`config.mk`:
```
export PLATFORM = sky130hd
export DESIGN_NAME = nibble_serial_adder_ctrl
export DESIGN_NICKNAME = d
export VERILOG_FILES = /design/src/rtl/nibble_serial_adder_ctrl.sv
export SDC_FILE = /design/constraint.sdc
export NUM_CORES = 1
export LEC_CHECK = 0
export ABC_CLOCK_PERIOD_IN_PS = 7500
export BUFFER_PORTS_ARGS = -buffer_cell sky130_fd_sc_hd__buf_2
export CORE_ASPECT_RATIO = 0.5
export CORE_MARGIN = 1
export CORE_UTILIZATION = 58
export DETAILED_ROUTE_END_ITERATION = 7
export PLACE_DENSITY = 0.84
export SLEW_MARGIN = 20
export SYNTH_ARGS = -nofsm -noshare
export SYNTH_HDL_FRONTEND = slang
export SYNTH_SLANG_ARGS = --single-unit
```
`constraint.sdc`:
```
create_clock -name clk -period 7.5 [get_ports clk]
set_clock_uncertainty 0.2 [all_clocks]
set_input_delay 1.125 -clock clk [delete_from_list [all_inputs] [get_ports clk]]
set_output_delay 1.125 -clock clk [all_outputs]
set_load 0.02 [all_outputs]
```
`src/rtl/nibble_serial_adder_ctrl.sv`:
```
// ============================================================================
// nibble_serial_adder_ctrl : W-bit add/subtract computed one nibble per clock
//                            through a single 4-bit ripple adder.
// Revision: 1.0
// ============================================================================
`default_nettype none

module nibble_serial_adder_ctrl #(
    parameter int NIBBLES = 4
) (
    input  logic                   clk,
    input  logic                   rst,
    input  logic                   start,
    input  logic                   sub,
    input  logic [4*NIBBLES-1:0]   a,
    input  logic [4*NIBBLES-1:0]   b,
    output logic                   busy,
    output logic                   done,
    output logic [4*NIBBLES-1:0]   sum,
    output logic                   cout,
    output logic                   ovf
);

    localparam int W    = 4 * NIBBLES;
    localparam int IDXW = (NIBBLES > 1) ? $clog2(NIBBLES) : 1;
    localparam logic [IDXW-1:0] c_LAST = IDXW'(NIBBLES - 1);

    typedef enum logic [1:0] {
        S_IDLE = 2'd0,
        S_RUN  = 2'd1,
        S_DONE = 2'd2
    } state_t;

    state_t            r_state;
    state_t            w_next;
    logic [W-1:0]      r_a;
    logic [W-1:0]      r_b;
    logic [W-1:0]      r_sum;
    logic              r_carry;
    logic              r_cout;
    logic              r_ovf;
    logic [IDXW-1:0]   r_idx;

    logic [3:0]        w_a_nib;
    logic [3:0]        w_b_nib;
    logic [3:0]        w_nsum;
    logic [4:0]        w_c;
    logic              w_last;

    assign w_a_nib = r_a[{r_idx, 2'b00} +: 4];
    assign w_b_nib = r_b[{r_idx, 2'b00} +: 4];
    assign w_last  = (r_idx == c_LAST);
    assign w_c[0]  = r_carry;

    // Shared 4-bit ripple datapath, one full adder per bit.
    generate
        for (genvar i = 0; i < 4; i++) begin : g_fa
            assign w_nsum[i]  = w_a_nib[i] ^ w_b_nib[i] ^ w_c[i];
            assign w_c[i + 1] = (w_a_nib[i] & w_b_nib[i]) |
                                (w_c[i] & (w_a_nib[i] ^ w_b_nib[i]));
        end
    endgenerate

    always_ff @(posedge clk or posedge rst) begin
        if (rst) begin
            r_state <= S_IDLE;
        end else begin
            r_state <= w_next;
        end
    end

    always_comb begin
        w_next = r_state;
        case (r_state)
            S_IDLE:  if (start) w_next = S_RUN;
            S_RUN:   if (w_last) w_next = S_DONE;
            S_DONE:  w_next = S_IDLE;
            default: w_next = S_IDLE;
        endcase
    end

    always_ff @(posedge clk or posedge rst) begin
        if (rst) begin
            r_a     <= '0;
            r_b     <= '0;
            r_sum   <= '0;
            r_carry <= 1'b0;
            r_cout  <= 1'b0;
            r_ovf   <= 1'b0;
            r_idx   <= '0;
        end else begin
            if (r_state == S_IDLE && start) begin
                // Subtraction is a + ~b + 1; the +1 enters as the initial carry.
                r_a     <= a;
                r_b     <= sub ? ~b : b;
                r_carry <= sub;
                r_idx   <= '0;
            end else if (r_state == S_RUN) begin
                r_sum[{r_idx, 2'b00} +: 4] <= w_nsum;
                r_carry <= w_c[4];
                r_idx   <= r_idx + 1'b1;
                if (w_last) begin
                    r_cout <= w_c[4];
                    r_ovf  <= (r_a[W-1] == r_b[W-1]) && (w_nsum[3] != r_a[W-1]);
                end
            end
        end
    end

    assign busy = (r_state == S_RUN);
    assign done = (r_state == S_DONE);
    assign sum  = r_sum;
    assign cout = r_cout;
    assign ovf  = r_ovf;

endmodule

`default_nettype wire

```
### After elaboration in Yosys (flattened, before gate mapping)

Index checks and enable logic that the tools add are counted.

| word-level totals | value |
|---|---|
| input bits | 36 |
| logic and storage cells | 59 |
| flip-flop bits (word level) | 55 |
| output and inout bits | 20 |

| cells by class | value |
|---|---|
| add/sub/neg operators | 2 |
| shifts and indexed selects | 4 |
| multiplexer cells | 9 |
| bitwise operators | 22 |
| reductions and logical operators | 7 |
| equality and inequality tests | 7 |

Operator list:

| operator | count |
|---|---|
| variable part select 16 x 5 -> 4 bit | 2 |
| bitwise mux 16 bit | 1 |
| two-way mux 16 bit | 1 |
| NOT 16 bit | 1 |
| variable shift 4 x 6 -> 16 bit, first input constant | 1 |
| variable part select 4 x 6 -> 16 bit | 1 |
| AND 1 bit | 8 |
| two-way mux 2 bit | 4 |
| bitwise XOR 1 bit | 8 |
| negator 4 -> 6 bit | 1 |
| == test 2 bit, second input constant | 2 |
| OR 1 bit | 4 |
| case mux 2 bit (2 select lines) | 1 |
| AND reduction 2 bit | 2 |
| AND reduction 3 bit | 1 |
| adder 2 x 1 -> 2 bit, second input constant | 1 |
| == test 2 x 1 -> 1 bit, second input constant | 1 |
| logical AND 1 bit | 2 |
| zero test 2 bit | 1 |
| two-way mux 1 bit | 2 |
| inequality test 2 x 1 -> 1 bit, second input constant | 1 |
| inequality test 2 bit, second input constant | 1 |
| nonzero test 2 bit | 1 |
| == test 1 bit | 1 |
| other kinds (2) | 2 |

### Logic depth before layout (Yosys ltp)

| depth | value |
|---|---|
| depth after elaboration | 12 |
| depth in mapped cells | 11 |

### Worst setup path after synthesis

OpenSTA, ideal clock, no wires.

| timing path | value |
|---|---|
| path kind | flip-flop to flip-flop |
| start | register r_idx[1] |
| end | register r_ovf (netlist: ovf) |
| path slack | 4.343 ns |
| arrival | 2.832 ns |
| stages on the path, launching flop included | 12 |
| setup time | 0.125 ns |
| required time | 7.175 ns |
| clock period less this slack | 3.157 ns |
| cell sequence | dfrtp_1 > clkbuf_1 > mux4_2 > inv_1 > fa_1 > fa_1 > inv_1 > fa_1 > fa_1 > nand2b_1 > o22ai_1 > mux2_2 |

| between the ends | value |
|---|---|
| cells in the longest elaborated chain, start to end | 11 |
| elaborated cells on any way between the ends | 20 |
| classes of those cells | eq/ne: 2; shift: 2; bitwise: 14; reduce/logical: 2 |

RTL lines:

| item | RTL line | RTL |
|---|---|---|
| start: declaration | 42 | `logic [IDXW-1:0] r_idx;` |
| start signal: assignment | 101 | `r_idx <= r_idx + 1'b1;` |
| variable part select 16 x 5 -> 4 bit (on tied branches) | 50, 51 |  |
| bitwise XOR 1 bit | 60 | `(w_c[i] & (w_a_nib[i] ^ w_b_nib[i]));` |
| AND 1 bit | 60 |  |
| OR 1 bit | 59 | `assign w_c[i + 1] = (w_a_nib[i] & w_b_nib[i]) \|` |
| AND 1 bit | 60 |  |
| OR 1 bit | 59 |  |
| AND 1 bit | 60 |  |
| OR 1 bit | 59 |  |
| bitwise XOR 1 bit | 58 | `assign w_nsum[i] = w_a_nib[i] ^ w_b_nib[i] ^ w_c[i];` |
| inequality test 1 bit | 104 | `r_ovf <= (r_a[W-1] == r_b[W-1]) && (w_nsum[3] != r_a[W-1]);` |
| logical AND 1 bit | 104 |  |
| end signal: assignment | 104 |  |
| end: declaration | 41 | `logic r_ovf;` |

Several ways; a longest one is shown, not always the timed one.
A chain may end at the register's enable or synchronous reset.

### Worst setup path in the final report

| timing path | value |
|---|---|
| start | register r_idx[0] |
| end | register r_ovf (netlist: ovf) |

The elaborated chain is that of the path after synthesis.

==> impl_metrics.py <==
metrics = {
    "timing": {
        "fin_crit_ns": 3.62,
        "tightest_slew_ns": 0.929,
        "tns_ns": 0,
        "finalSetupViolCount": 0,
        "hold_viol": 0,
        "rsz0062_at_grt": "false",
        "slew_viol_final": 0,
        "slew_headroom": 0.381,
        "max_freq_mhz": 277,
        "fin_crit_sh": 0.482,
    },
    "grt": {
        "top_usage_layer": "met2",
        "met2_usage": 0.367,
        "gr-total-overflow": 0,
        "grt_usage": 0.226,
        "grt_pass1_wl_um": 8350,
        "grt_max_degree": 56,
        "grt.met1_usage": 0.302,
        "grt_util_met3": 0.0525,
        "grt_antenna_before_repair": 0,
        "grt_pass1_vias": 1727,
    },
    "route": {
        "vias": 1814,
        "wire_per_inst_um": 15.0,
        "wirelength_um": 5010,
        "ant_nets": 0,
        "drt_iter0_markers": 72,
        "routed_via_density": 5.43,
        "post-route-drc-count": 5,
        "firstDrtPassIters": 6,
    },
    "critical_path": {
        "cp-start-kind": "register",
        "required_ns": 7.50,
        "endpoint_kind": "register",
        "critPathKind": "reg2reg",
        "critPathMaxFanout": 18,
        "worstPathArrival_ns": 3.62,
    },
    "cts": {
        "insertion_delay_ns": 0.31,
        "cts_tree": "built",
        "clock-sinks": 55,
        "ctsResizeCount": 0,
        "cts_hold_buf": 0,
        "numCtsBuffers": 5,
        "htree_levels": 2,
        "cts_buffer_depth": 2,
        "cts_root_buf": "clkbuf_8",
        "post_cts_buffers": 0,
        "cts.clk_slew.worst_paths_ns": 0.09,
    },
    "synth": {
        "muxShareOfSynthArea": 0.143,
        "synthXorXnorAreaFrac": 0.0522,
        "synth_adder_area_share": 0.0578,
        "netlist_area_um2": 2690,
        "yosysTopAreaCell": "dfrtp_1",
        "synth_cell_type_count": 28,
        "synth_cells": 224,
        "synth_nets": 270,
        "ys_seq_elements": 55,
        "synth_simple_gate_area_share": 0.111,
        "synth_top_family_by_area": "multiplexers",
        "ys_warn_count": 0,
        "yosysSeqAreaShare": 0.512,
        "synth_top_cell_area_share": 0.512,
        "syn_area_per_cell_um2": 12.0,
        "synth-compound-area-share": 0.0820,
        "synth_area_leaders": "dfrtp_1 51%, mux2_2 7.5%, mux4_2 6.7%, xnor2_1 5.2%, a21oi_1 3.2%",
    },
    "power_and_ir_drop": {
        "irDropWorstVdd_mv": 0.219,
        "p_leak_nw": 1.45,
        "cellPowerDensity_nw_per_um2": 481,
    },
    "die": {
        "core_um2": 4420,
        "fp-row-count": 17,
        "pin_count": 56,
        "die_height_um": 50.1,
        "die_area_um2": 4920,
        "initial_core_util": 0.607,
        "chipWidth_um": 98.2,
    },
    "layout": {
        "synthToLayoutAreaGrowth_pct": 15.5,
        "n_fill_cell": 307,
        "antenna_cells": 0,
        "final_cell_mix": "55 x dfrtp_1, 55 x buf_2, 21 x nand2_1",
        "drive_gt1_frac": 0.361,
        "final_nets": 322,
        "final_util": 0.701,
    },
    "placed_design": {
        "finalWeightedCongestion": 0.874,
        "portBuffers": 55,
        "dp_hpwl_um": 3610,
    },
    "run_status": {
        "status": "complete, but fails checks",
        "violations": "DRC",
    },
    "hold_path": {
        "hp-class": "reg2reg",
    },
    "flow_run": {
        "drv_cap": 0,
    },
}
-- worst paths after layout --
kind | start | to | slack, ns | cells after the start
worst max-delay path | r_idx[0]$_DFFE_PP0P_ | ovf$_DFFE_PP0P_ | 3.88 | 10
worst min-delay path | sum[10]$_DFFE_PP0P_ | sum[10]$_DFFE_PP0P_ | 0.28 | 2
worst max register to register | r_idx[0]$_DFFE_PP0P_ | ovf$_DFFE_PP0P_ | 3.88 | 10
worst min register to register | sum[10]$_DFFE_PP0P_ | sum[10]$_DFFE_PP0P_ | 0.28 | 2
max in group asynchronous | rst | r_a[15]$_DFFE_PP0P_ | 5.77 | 2
min in group asynchronous | rst | sum[8]$_DFFE_PP0P_ | 0.77 | 2
-- routing by layer --
layer	vias up	routed length [um]
li1	864	-
met1	885	2400
met2	56	2320
met3	9	235
met4	0	53
met5	-	0
-- area by class of cell --
| type | instances | area (um^2) | share of cell area |
|---|---|---|---|
| multi-input combinational | 145 | 1200 | 0.388 |
| timing repair buffer | 56 | 283 | 0.0912 |
| clock buffer | 6 | 82.6 | 0.0266 |
| inverter | 13 | 50.0 | 0.0161 |
| clock inverter | 2 | 35.0 | 0.0113 |
| tap | 57 | 71.3 | 0.0230 |
| sequential | 55 | 1380 | 0.444 |
-- logic make-up (layout without fill, tap and decap cells) --
kind of cell	Yosys count	count (layout)
DFF	55	55
muxes	26	26
AOI/OAI and AO/OA	39	39
adders and majority gates	10	10
and+or+nand+nor	54	54
xor gates and xnor gates	16	16
buffers and inverters	24	77
-- stage by stage --
stage          setup WS, ns  instances  power [mW]  cell area [um^2]  hold WS (ns)
5_1_grt                3.58        334        1.60              3100         0.305
6_report               3.88        334        1.49              3100         0.283
4_1_cts                3.87        334        1.50              3100         0.286
3_5_place_dp           3.88        326        1.30              2980         0.265
2_1_floorplan          4.34        224        1.08              2690         0.250
3_3_place_gp           3.95        326        1.26              2980         0.257
-- worst max-delay path, cell delays in order, from the launching register on --
cell	delay (ns)
dfrtp_1	0.86
mux4_2	0.59
inv_1	0.09
fa_1	0.19
fa_1	0.16
inv_1	0.05
fa_1	0.40
fa_1	0.53
nand2b_1	0.11
o22ai_1	0.07
mux2_2	0.26
-- flip-flops by register name (all words and copies together) (netlist names) --
name     count
cout         1
sum         16
r_b         16
r_state      2
r_a         16
r_carry      1
ovf          1
r_idx        2
-- Yosys cell counts --
cell,instances
buf_4,4
o21bai_1,2
o31ai_1,3
o21ai_2,3
inv_1,12
or4_4,1
nand2b_1,2
nor3b_2,1
nand4_1,3
buf_2,6
mux2_2,18
ha_1,6
inv_2,1
nor2_1,16
mux4_2,8
fa_1,4
and3b_1,1
or4b_4,1
clkbuf_1,1
nor2b_1,2
o22ai_1,1
nand3b_4,2
o21ai_0,13
nand3b_1,4
nand2_1,21
xnor2_1,16
a21oi_1,17
dfrtp_1,55
-- power by group --
group / leakage [nW] / switching [mW] / internal [mW] / total [mW]
combinational: 0.722 / 0.414 / 0.322 / 0.736
sequential: 0.667 / 0.118 / 0.435 / 0.553
clock: 0.0612 / 0.0956 / 0.108 / 0.204
Power figures use the tool's default switching activity.
